<file path="config.mk">
export PLATFORM = sky130hd
export DESIGN_NAME = hazard_unit_flat
export DESIGN_NICKNAME = d
export VERILOG_FILES = /design/src/rtl/forwarding_unit_pkg.sv /design/src/rtl/hazard_unit_pkg.sv /design/src/rtl/hazard_unit_if.sv /design/src/rtl/hazard_unit_detector.sv /design/src/rtl/hazard_unit.sv /design/src/flat_wrapper.sv
export SDC_FILE = /design/constraint.sdc
export NUM_CORES = 1
export LEC_CHECK = 0
export ABC_AREA = 1
export CAP_MARGIN = 40
export CELL_PAD_IN_SITES_DETAIL_PLACEMENT = 0
export CELL_PAD_IN_SITES_GLOBAL_PLACEMENT = 1
export CORE_MARGIN = 4
export CORE_UTILIZATION = 23
export CTS_BUF_LIST = sky130_fd_sc_hd__clkbuf_16
export DETAILED_ROUTE_END_ITERATION = 10
export HOLD_SLACK_MARGIN = 0.12
export PLACE_DENSITY = 0.84
export SLEW_MARGIN = 20
export SYNTH_ARGS = -nofsm -noshare
export SYNTH_HDL_FRONTEND = slang
export SYNTH_SLANG_ARGS = --single-unit
</file>
<file path="constraint.sdc">
create_clock -name clock -period 1.4 [get_ports clock]
set_input_delay 0.28 -clock clock [delete_from_list [all_inputs] [get_ports clock]]
set_output_delay 0.28 -clock clock [all_outputs]
set_load 0.01 [all_outputs]
</file>
<file path="src/rtl/forwarding_unit_pkg.sv">
// rtl/forwarding_unit_pkg.sv - operand-use classes shared by forwarding and hazard logic
package forwarding_unit_pkg;

   // NoType: no register sources; Type1: ALU-style use in EX; Type2: operands needed in ID (branches)
   typedef enum logic [1:0] {
      NoType = 2'd0,
      Type1  = 2'd1,
      Type2  = 2'd2
   } forwarding_type_t;

endpackage

</file>
<file path="src/rtl/hazard_unit_pkg.sv">
// rtl/hazard_unit_pkg.sv - hazard unit states and register-match helper
package hazard_unit_pkg;

   typedef enum logic [1:0] {
      Run       = 2'd0,
      MemWait   = 2'd1,
      TrapFlush = 2'd2
   } hazard_state_t;

   function automatic logic reg_match(input logic used, input logic [4:0] rs,
                                      input logic [4:0] rd, input logic we);
      return used && (rs == rd) && (rd != 5'd0) && we;
   endfunction

endpackage

</file>
<file path="src/rtl/hazard_unit_if.sv">
// rtl/hazard_unit_if.sv - pipeline-side operand/destination info and stall/flush controls
import forwarding_unit_pkg::*;

interface hazard_unit_if;
   forwarding_type_t forwarding_type_id;
   logic [4:0]       rs1_id;
   logic [4:0]       rs2_id;
   logic [4:0]       rd_ex;
   logic             reg_we_ex;
   logic             mem_rd_ex;
   logic             zicsr_ex;
   logic [4:0]       rd_mem;
   logic             reg_we_mem;
   logic             mem_rd_mem;
   logic             mem_req_mem;
   logic             mem_ack;
   logic             branch_taken_id;
   logic             trap;
   logic             stall_if;
   logic             stall_id;
   logic             stall_ex;
   logic             stall_mem;
   logic             flush_id;
   logic             flush_ex;
   logic             flush_mem;

   modport master (
      output forwarding_type_id, rs1_id, rs2_id, rd_ex, reg_we_ex, mem_rd_ex, zicsr_ex,
             rd_mem, reg_we_mem, mem_rd_mem, mem_req_mem, mem_ack, branch_taken_id, trap,
      input  stall_if, stall_id, stall_ex, stall_mem, flush_id, flush_ex, flush_mem
   );

   modport slave (
      input  forwarding_type_id, rs1_id, rs2_id, rd_ex, reg_we_ex, mem_rd_ex, zicsr_ex,
             rd_mem, reg_we_mem, mem_rd_mem, mem_req_mem, mem_ack, branch_taken_id, trap,
      output stall_if, stall_id, stall_ex, stall_mem, flush_id, flush_ex, flush_mem
   );
endinterface

</file>
<file path="src/rtl/hazard_unit_detector.sv">
// rtl/hazard_unit_detector.sv - combinational load-use and branch-operand hazard detection
import forwarding_unit_pkg::*;
import hazard_unit_pkg::*;

module hazard_detector (
   input  forwarding_type_t forwarding_type_id,
   input  logic [4:0]       rs1_id,
   input  logic [4:0]       rs2_id,
   input  logic [4:0]       rd_ex,
   input  logic             reg_we_ex,
   input  logic             mem_rd_ex,
   input  logic             zicsr_ex,
   input  logic [4:0]       rd_mem,
   input  logic             reg_we_mem,
   input  logic             mem_rd_mem,
   output logic             h_load,
   output logic             h_brex,
   output logic             h_brmem
);
   logic used1, used2, is_branch;
   logic m1_ex, m2_ex, m1_mem, m2_mem;

   assign used1     = (forwarding_type_id != NoType) && (rs1_id != 5'd0);
   assign used2     = (forwarding_type_id != NoType) && (rs2_id != 5'd0);
   assign is_branch = (forwarding_type_id == Type2);

   assign m1_ex  = reg_match(used1, rs1_id, rd_ex, reg_we_ex);
   assign m2_ex  = reg_match(used2, rs2_id, rd_ex, reg_we_ex);
   assign m1_mem = reg_match(used1, rs1_id, rd_mem, reg_we_mem);
   assign m2_mem = reg_match(used2, rs2_id, rd_mem, reg_we_mem);

   assign h_load  = mem_rd_ex && (m1_ex || m2_ex);
   // A Zicsr result can reach rs1 in time from EX, but not rs2
   assign h_brex  = is_branch && (m1_ex || m2_ex) && !(zicsr_ex && m1_ex && !m2_ex);
   assign h_brmem = is_branch && mem_rd_mem && (m1_mem || m2_mem);
endmodule

</file>
<file path="src/rtl/hazard_unit.sv">
// rtl/hazard_unit.sv - pipeline stall/flush control FSM; HAZARD_PERF_COUNTERS_EN adds stall/flush counters
import forwarding_unit_pkg::*;
import hazard_unit_pkg::*;

module hazard_unit (
   input  logic        clock,
   input  logic        reset_n,
`ifdef HAZARD_PERF_COUNTERS_EN
   output logic [31:0] stall_cycles,
   output logic [31:0] flush_events,
`endif
   hazard_unit_if.slave hz
);
   hazard_state_t state_q, state_d;
   logic          trap_pending_q, trap_pending_d;
   logic          h_load, h_brex, h_brmem, data_hazard;
   logic          s_if, s_id, s_ex, s_mem, f_id, f_ex, f_mem;

   hazard_detector u_detector (
      .forwarding_type_id (hz.forwarding_type_id),
      .rs1_id             (hz.rs1_id),
      .rs2_id             (hz.rs2_id),
      .rd_ex              (hz.rd_ex),
      .reg_we_ex          (hz.reg_we_ex),
      .mem_rd_ex          (hz.mem_rd_ex),
      .zicsr_ex           (hz.zicsr_ex),
      .rd_mem             (hz.rd_mem),
      .reg_we_mem         (hz.reg_we_mem),
      .mem_rd_mem         (hz.mem_rd_mem),
      .h_load             (h_load),
      .h_brex             (h_brex),
      .h_brmem            (h_brmem)
   );

   assign data_hazard = h_load | h_brex | h_brmem;

   always_comb begin
      state_d        = state_q;
      trap_pending_d = trap_pending_q;
      s_if  = 1'b0;
      s_id  = 1'b0;
      s_ex  = 1'b0;
      s_mem = 1'b0;
      f_id  = 1'b0;
      f_ex  = 1'b0;
      f_mem = 1'b0;
      case (state_q)
         Run: begin
            if (hz.mem_req_mem && !hz.mem_ack) begin
               {s_if, s_id, s_ex, s_mem} = 4'b1111;
               trap_pending_d = trap_pending_q | hz.trap;
               state_d = MemWait;
            end else if (hz.trap) begin
               {f_id, f_ex, f_mem} = 3'b111;
               state_d = TrapFlush;
            end else if (data_hazard) begin
               s_if = 1'b1;
               s_id = 1'b1;
               f_ex = 1'b1;
            end else if (hz.branch_taken_id) begin
               f_id = 1'b1;
            end
         end
         MemWait: begin
            if (!hz.mem_ack) begin
               {s_if, s_id, s_ex, s_mem} = 4'b1111;
               trap_pending_d = trap_pending_q | hz.trap;
            end else begin
               trap_pending_d = 1'b0;
               if (hz.trap || trap_pending_q) begin
                  {f_id, f_ex, f_mem} = 3'b111;
                  state_d = TrapFlush;
               end else begin
                  state_d = Run;
               end
            end
         end
         TrapFlush: begin
            // Kill the fetch that raced the trap redirect
            f_id    = 1'b1;
            state_d = Run;
         end
         default: begin
            state_d        = Run;
            trap_pending_d = 1'b0;
         end
      endcase
   end

   // Outputs are held quiet while reset is asserted, whatever the inputs do
   assign hz.stall_if  = reset_n & s_if;
   assign hz.stall_id  = reset_n & s_id;
   assign hz.stall_ex  = reset_n & s_ex;
   assign hz.stall_mem = reset_n & s_mem;
   assign hz.flush_id  = reset_n & f_id;
   assign hz.flush_ex  = reset_n & f_ex;
   assign hz.flush_mem = reset_n & f_mem;

   always_ff @(posedge clock or negedge reset_n) begin
      if (!reset_n) begin
         state_q        <= Run;
         trap_pending_q <= 1'b0;
      end else begin
         state_q        <= state_d;
         trap_pending_q <= trap_pending_d;
      end
   end

`ifdef HAZARD_PERF_COUNTERS_EN
   logic [31:0] stall_cycles_q, stall_cycles_d;
   logic [31:0] flush_events_q, flush_events_d;

   always_comb begin
      stall_cycles_d = stall_cycles_q;
      flush_events_d = flush_events_q;
      if (hz.stall_if)
         stall_cycles_d = stall_cycles_q + 32'd1;
      if (hz.flush_id || hz.flush_ex || hz.flush_mem)
         flush_events_d = flush_events_q + 32'd1;
   end

   always_ff @(posedge clock or negedge reset_n) begin
      if (!reset_n) begin
         stall_cycles_q <= 32'd0;
         flush_events_q <= 32'd0;
      end else begin
         stall_cycles_q <= stall_cycles_d;
         flush_events_q <= flush_events_d;
      end
   end

   assign stall_cycles = stall_cycles_q;
   assign flush_events = flush_events_q;
`endif
endmodule

</file>
<file path="src/flat_wrapper.sv">
// flat-port wrapper written by rule: the top's interface ports become plain ports
module hazard_unit_flat 
  (clock, reset_n, hz_forwarding_type_id, hz_rs1_id, hz_rs2_id, hz_rd_ex, hz_reg_we_ex, hz_mem_rd_ex, hz_zicsr_ex, hz_rd_mem, hz_reg_we_mem, hz_mem_rd_mem, hz_mem_req_mem, hz_mem_ack, hz_branch_taken_id, hz_trap, hz_stall_if, hz_stall_id, hz_stall_ex, hz_stall_mem, hz_flush_id, hz_flush_ex, hz_flush_mem);
  hazard_unit_if hz_i ();
  input  logic clock;
  input  logic reset_n;
  input wire logic [$bits(hz_i.forwarding_type_id)-1:0] hz_forwarding_type_id;
  input wire logic [$bits(hz_i.rs1_id)-1:0] hz_rs1_id;
  input wire logic [$bits(hz_i.rs2_id)-1:0] hz_rs2_id;
  input wire logic [$bits(hz_i.rd_ex)-1:0] hz_rd_ex;
  input wire logic [$bits(hz_i.reg_we_ex)-1:0] hz_reg_we_ex;
  input wire logic [$bits(hz_i.mem_rd_ex)-1:0] hz_mem_rd_ex;
  input wire logic [$bits(hz_i.zicsr_ex)-1:0] hz_zicsr_ex;
  input wire logic [$bits(hz_i.rd_mem)-1:0] hz_rd_mem;
  input wire logic [$bits(hz_i.reg_we_mem)-1:0] hz_reg_we_mem;
  input wire logic [$bits(hz_i.mem_rd_mem)-1:0] hz_mem_rd_mem;
  input wire logic [$bits(hz_i.mem_req_mem)-1:0] hz_mem_req_mem;
  input wire logic [$bits(hz_i.mem_ack)-1:0] hz_mem_ack;
  input wire logic [$bits(hz_i.branch_taken_id)-1:0] hz_branch_taken_id;
  input wire logic [$bits(hz_i.trap)-1:0] hz_trap;
  output wire logic [$bits(hz_i.stall_if)-1:0] hz_stall_if;
  output wire logic [$bits(hz_i.stall_id)-1:0] hz_stall_id;
  output wire logic [$bits(hz_i.stall_ex)-1:0] hz_stall_ex;
  output wire logic [$bits(hz_i.stall_mem)-1:0] hz_stall_mem;
  output wire logic [$bits(hz_i.flush_id)-1:0] hz_flush_id;
  output wire logic [$bits(hz_i.flush_ex)-1:0] hz_flush_ex;
  output wire logic [$bits(hz_i.flush_mem)-1:0] hz_flush_mem;
  assign hz_i.forwarding_type_id = hz_forwarding_type_id;
  assign hz_i.rs1_id = hz_rs1_id;
  assign hz_i.rs2_id = hz_rs2_id;
  assign hz_i.rd_ex = hz_rd_ex;
  assign hz_i.reg_we_ex = hz_reg_we_ex;
  assign hz_i.mem_rd_ex = hz_mem_rd_ex;
  assign hz_i.zicsr_ex = hz_zicsr_ex;
  assign hz_i.rd_mem = hz_rd_mem;
  assign hz_i.reg_we_mem = hz_reg_we_mem;
  assign hz_i.mem_rd_mem = hz_mem_rd_mem;
  assign hz_i.mem_req_mem = hz_mem_req_mem;
  assign hz_i.mem_ack = hz_mem_ack;
  assign hz_i.branch_taken_id = hz_branch_taken_id;
  assign hz_i.trap = hz_trap;
  assign hz_stall_if = hz_i.stall_if;
  assign hz_stall_id = hz_i.stall_id;
  assign hz_stall_ex = hz_i.stall_ex;
  assign hz_stall_mem = hz_i.stall_mem;
  assign hz_flush_id = hz_i.flush_id;
  assign hz_flush_ex = hz_i.flush_ex;
  assign hz_flush_mem = hz_i.flush_mem;
  hazard_unit u_core (.clock(clock), .reset_n(reset_n), .hz(hz_i));
endmodule
</file>
==> metrics.md <==
| Metric | Value |
|---|---|
| Outcome | `finished with violations` |
| Violated checks | `setup timing` |
| Post-Syn Area per Cell | `roughly 5.2 um2` |
| VDD IR max | `roughly 740 uV` |
| Routed Antenna Nets | `0` |
| Max_slew headroom | `85.0%` |
| Skew-Pair Late Insertion Delay | `between 0.2 and 0.25 ns` |
| Post-CTS Hold Fix Bufs | `0` |
| Required time worst endpoint | `1.12 ns` |
| Average wire per standard cell | `12.5 um` |
| Power per Cell Area | `852 nW/um2` |
| Met2 WL post-DR | `1610 um` |
| Clock buffer depth | `2` |
| Yosys top cell by area | `nand2_1` |
| Starting Density | `24.4%` |
| Vias per inst | `4.57` |
| DR top layer | `met4` |
| Area after DPL | `1200 um2` |
| Yosys top cell area share | `22.7%` |
| Min-Delay Path Class | `in -> async` |
| Post-synthesis xor/xnor area fraction | `16.8%` |
| Cts bufs inserted | `3` |
| Routed WL | `2770 um` |
| Initial DRC count | `37` |
| Setup violations, final | `7` |
| Sequential area share after synthesis | `11.0%` |
| Proportion of synthesized area in mux cells | `0%` |
| RSZ-0062 raised after global routing | `yes` |
| Max cap viols | `0` |
| Syn Inst Count | `130` |
| Ratio of cells with drive above 1 in the final layout | `between 50% and 60%` |
| Psw | `just under 400 uW` |
| DRC violation count after routing | `0` |
| First-pass GRT wire length | `4500 um` |
| Ys async rst share | `100%` |
| Num Clock Sinks | `3` |
| Clock share of power | `between 30% and 40%` |
| Fill cells | `292` |
| Total core area | `2780 um2` |
| Hold Fails Final Rpt | `0` |
| Mapped Area | `679 um2` |
| Final period util | `122%` |
| Site Rows | `19` |
| Syn Nets | `163` |
| Critical path type | `reg -> out` |
| Most frequent cell after synthesis | `nand2_1` |
| EDFF count, synth | `0` |
| DR pass1 iterations | `4` |
| PortBufs | `39` |
| Main combinational cell family by area after synthesis | `simple AND/OR/NAND/NOR gates` |
| Largest net degree at the start of global routing | `6` |
| Maximum clock frequency | `0.587 GHz` |
| Nets | `225` |
| Min Tclk post-route | `1.70 ns` |
| Critical Path AT | `1.42 ns` |
| Vias in the first global route | `approximately 1,100` |
| # diodes | `0` |
| Worst-path clk slew | `0.03 ns` |
| Compound-Gate Fraction of Synth Area | `7.73%` |
| Placed insts | `210` |
| WHS | `0.345 ns` |
| Most used DFF post-synth | `dfrtp_1` |
| Synth Area in Adders | `0%` |
| Ys Warns | `0` |
| Final instance area | `1390 um2` |
| Slew @ Worst Pin | `0.225 ns` |
| Max Clock Skew | `roughly 0.00093 ns` |
| Total track usage | `13.8%` |
| Metal1 wirelength | `1020 um` |
| Die area | `a little under 4000 um2` |
| Simple-gate share of the synthesized area | `47.9%` |
| Worst Setup Slack, final | `-0.303 ns` |
| Flop pwr share | `11.2%` |
| Routed met3 length | `133 um` |
| Die Wd | `62.4 um` |
| Pint | `790 uW` |
| Placement Setup Slack | `-1.10 ns` |
| IO Pins | `40` |
| Fin. max-slew vios | `0` |
| H-tree lvl count | `1` |
| LEAKAGE | `0.785 nW` |
| Clock Tree Root | `clkbuf_16` |
| Combinational share of power | `50.2%` |
| CP max FO | `3` |
| DR vias | `between 1,000 and 1,500` |
| TritonCTS clock tree | `yes` |
| Crit path capture type | `output pin` |
| Final Wtd Congestion | `around 0.91` |
| Area overhead of the layout relative to synthesis | `105%` |
| Synth cell count leaders | `41 x nand2_1, 25 x inv_1, 23 x nor2_1` |
| Final core utilization | `~50%` |
| Tot Pwr | `~1.2 mW` |
| Gr ovfl total | `0` |
| Synth cell types | `22` |
| Antenna violations before repair | `0` |
| Ranking of synthesized cells by area | `nand2_1 23%, inv_1 14%, nor2_1 13%` |
| Sw Ratio | `33.4%` |
| HPWL after detailed placement | `around 2100 um` |
| Die Ht | `62.4 um` |
| Startpoint Class | `register` |
| Total Neg Setup Slack | `-1.90 ns` |
| Final Non-Filler Cells | `222` |
| Synth Register Bits | `3` |
routing by layer:
| metal | global-route usage [%] | vias up |
|---|---|---|
| met5 | 0 | - |
| met4 | 5.57 | 0 |
| met3 | 2.70 | 2 |
| met2 | 26.3 | 35 |
| met1 | 14.6 | 467 |
| li1 | - | 511 |
state kept, by name (all words and copies together) (netlist names):
register,count
u_core.trap_pending_q,1
u_core.state_q,2
final timing paths:
path                       depth (start not counted)  slack, ns                     to                  start
min                                                3       0.35  u_core.trap_pending_q                reset_n
max                                                7      -0.30            hz_flush_ex      u_core.state_q[1]
max reg2reg                                        7       0.08      u_core.state_q[1]      u_core.state_q[1]
max in group asynchronous                          3       0.96      u_core.state_q[1]                reset_n
min in group clock                                 2       0.53  u_core.trap_pending_q  u_core.trap_pending_q
min reg2reg                                        2       0.53  u_core.trap_pending_q  u_core.trap_pending_q
power by group through the flow:
stage | logic (mW) | clock network, mW | registers (mW)
after floorplan | 0.212 | 0 | 0.130
after global placement | 0.463 | 0 | 0.132
after detailed placement | 0.474 | 0 | 0.132
after CTS | 0.516 | 0.462 | 0.128
after global routing | 0.647 | 0.469 | 0.137
final | 0.595 | 0.459 | 0.132
worst max-delay path: stages (launching register included):
cell and delay (ns):
dfrtp_1 0.40, nor2_2 0.14, inv_2 0.08, nor2_4 0.12, buf_4 0.12, nand2_1 0.06
o21ai_2 0.13, buf_2 0.14
cell families (layout without fill, tap and decap cells):
group                     count (synthesis)  after routing
buffers and inverters                    28             89
and+or+nand+nor                          79             79
xor gates and xnor gates                 13             13
DFF                                       3              3
AOI/OAI and AO/OA                         7              7
repair_timing:
item                       CTS  global route
pin swaps                   37            24
setup endpoints to repair    7             7
buffers inserted             6             2
gates resized for setup    158            31
cell type report:
| type | instances | area [um2] | share of cell area [%] |
|---|---|---|---|
| clock buffers | 3 | 75.1 | 5.39 |
| clock inverters | 1 | 3.75 | 0.270 |
| inverters | 26 | 100 | 7.19 |
| multi-input cells | 99 | 638 | 45.8 |
| flip-flops and latches | 3 | 75.1 | 5.39 |
| well taps | 31 | 38.8 | 2.79 |
| repair buffers | 59 | 462 | 33.2 |
layout by cell type, fill, tap and decap left out:
master,n
nand2_1,35
buf_4,18
inv_1,16
or2_2,1
nor3_2,1
buf_2,17
nor2_4,3
xnor2_1,2
nor2_2,7
nand2_2,7
xnor2_2,7
clkbuf_2,2
clkdlybuf4s50_1,1
a21oi_4,1
buf_8,1
nand4_1,1
dlygate4sd2_1,7
nand3_2,3
o211ai_1,1
a31oi_1,1
clkdlybuf4s15_1,1
xor2_1,4
nand3_1,7
o22ai_4,1
buf_6,12
o21ai_2,2
clkbuf_16,3
inv_2,10
dfrtp_1,3
a32o_2,1
nor2_1,14
inv_4,1
(Power assumes the default switching activity.)
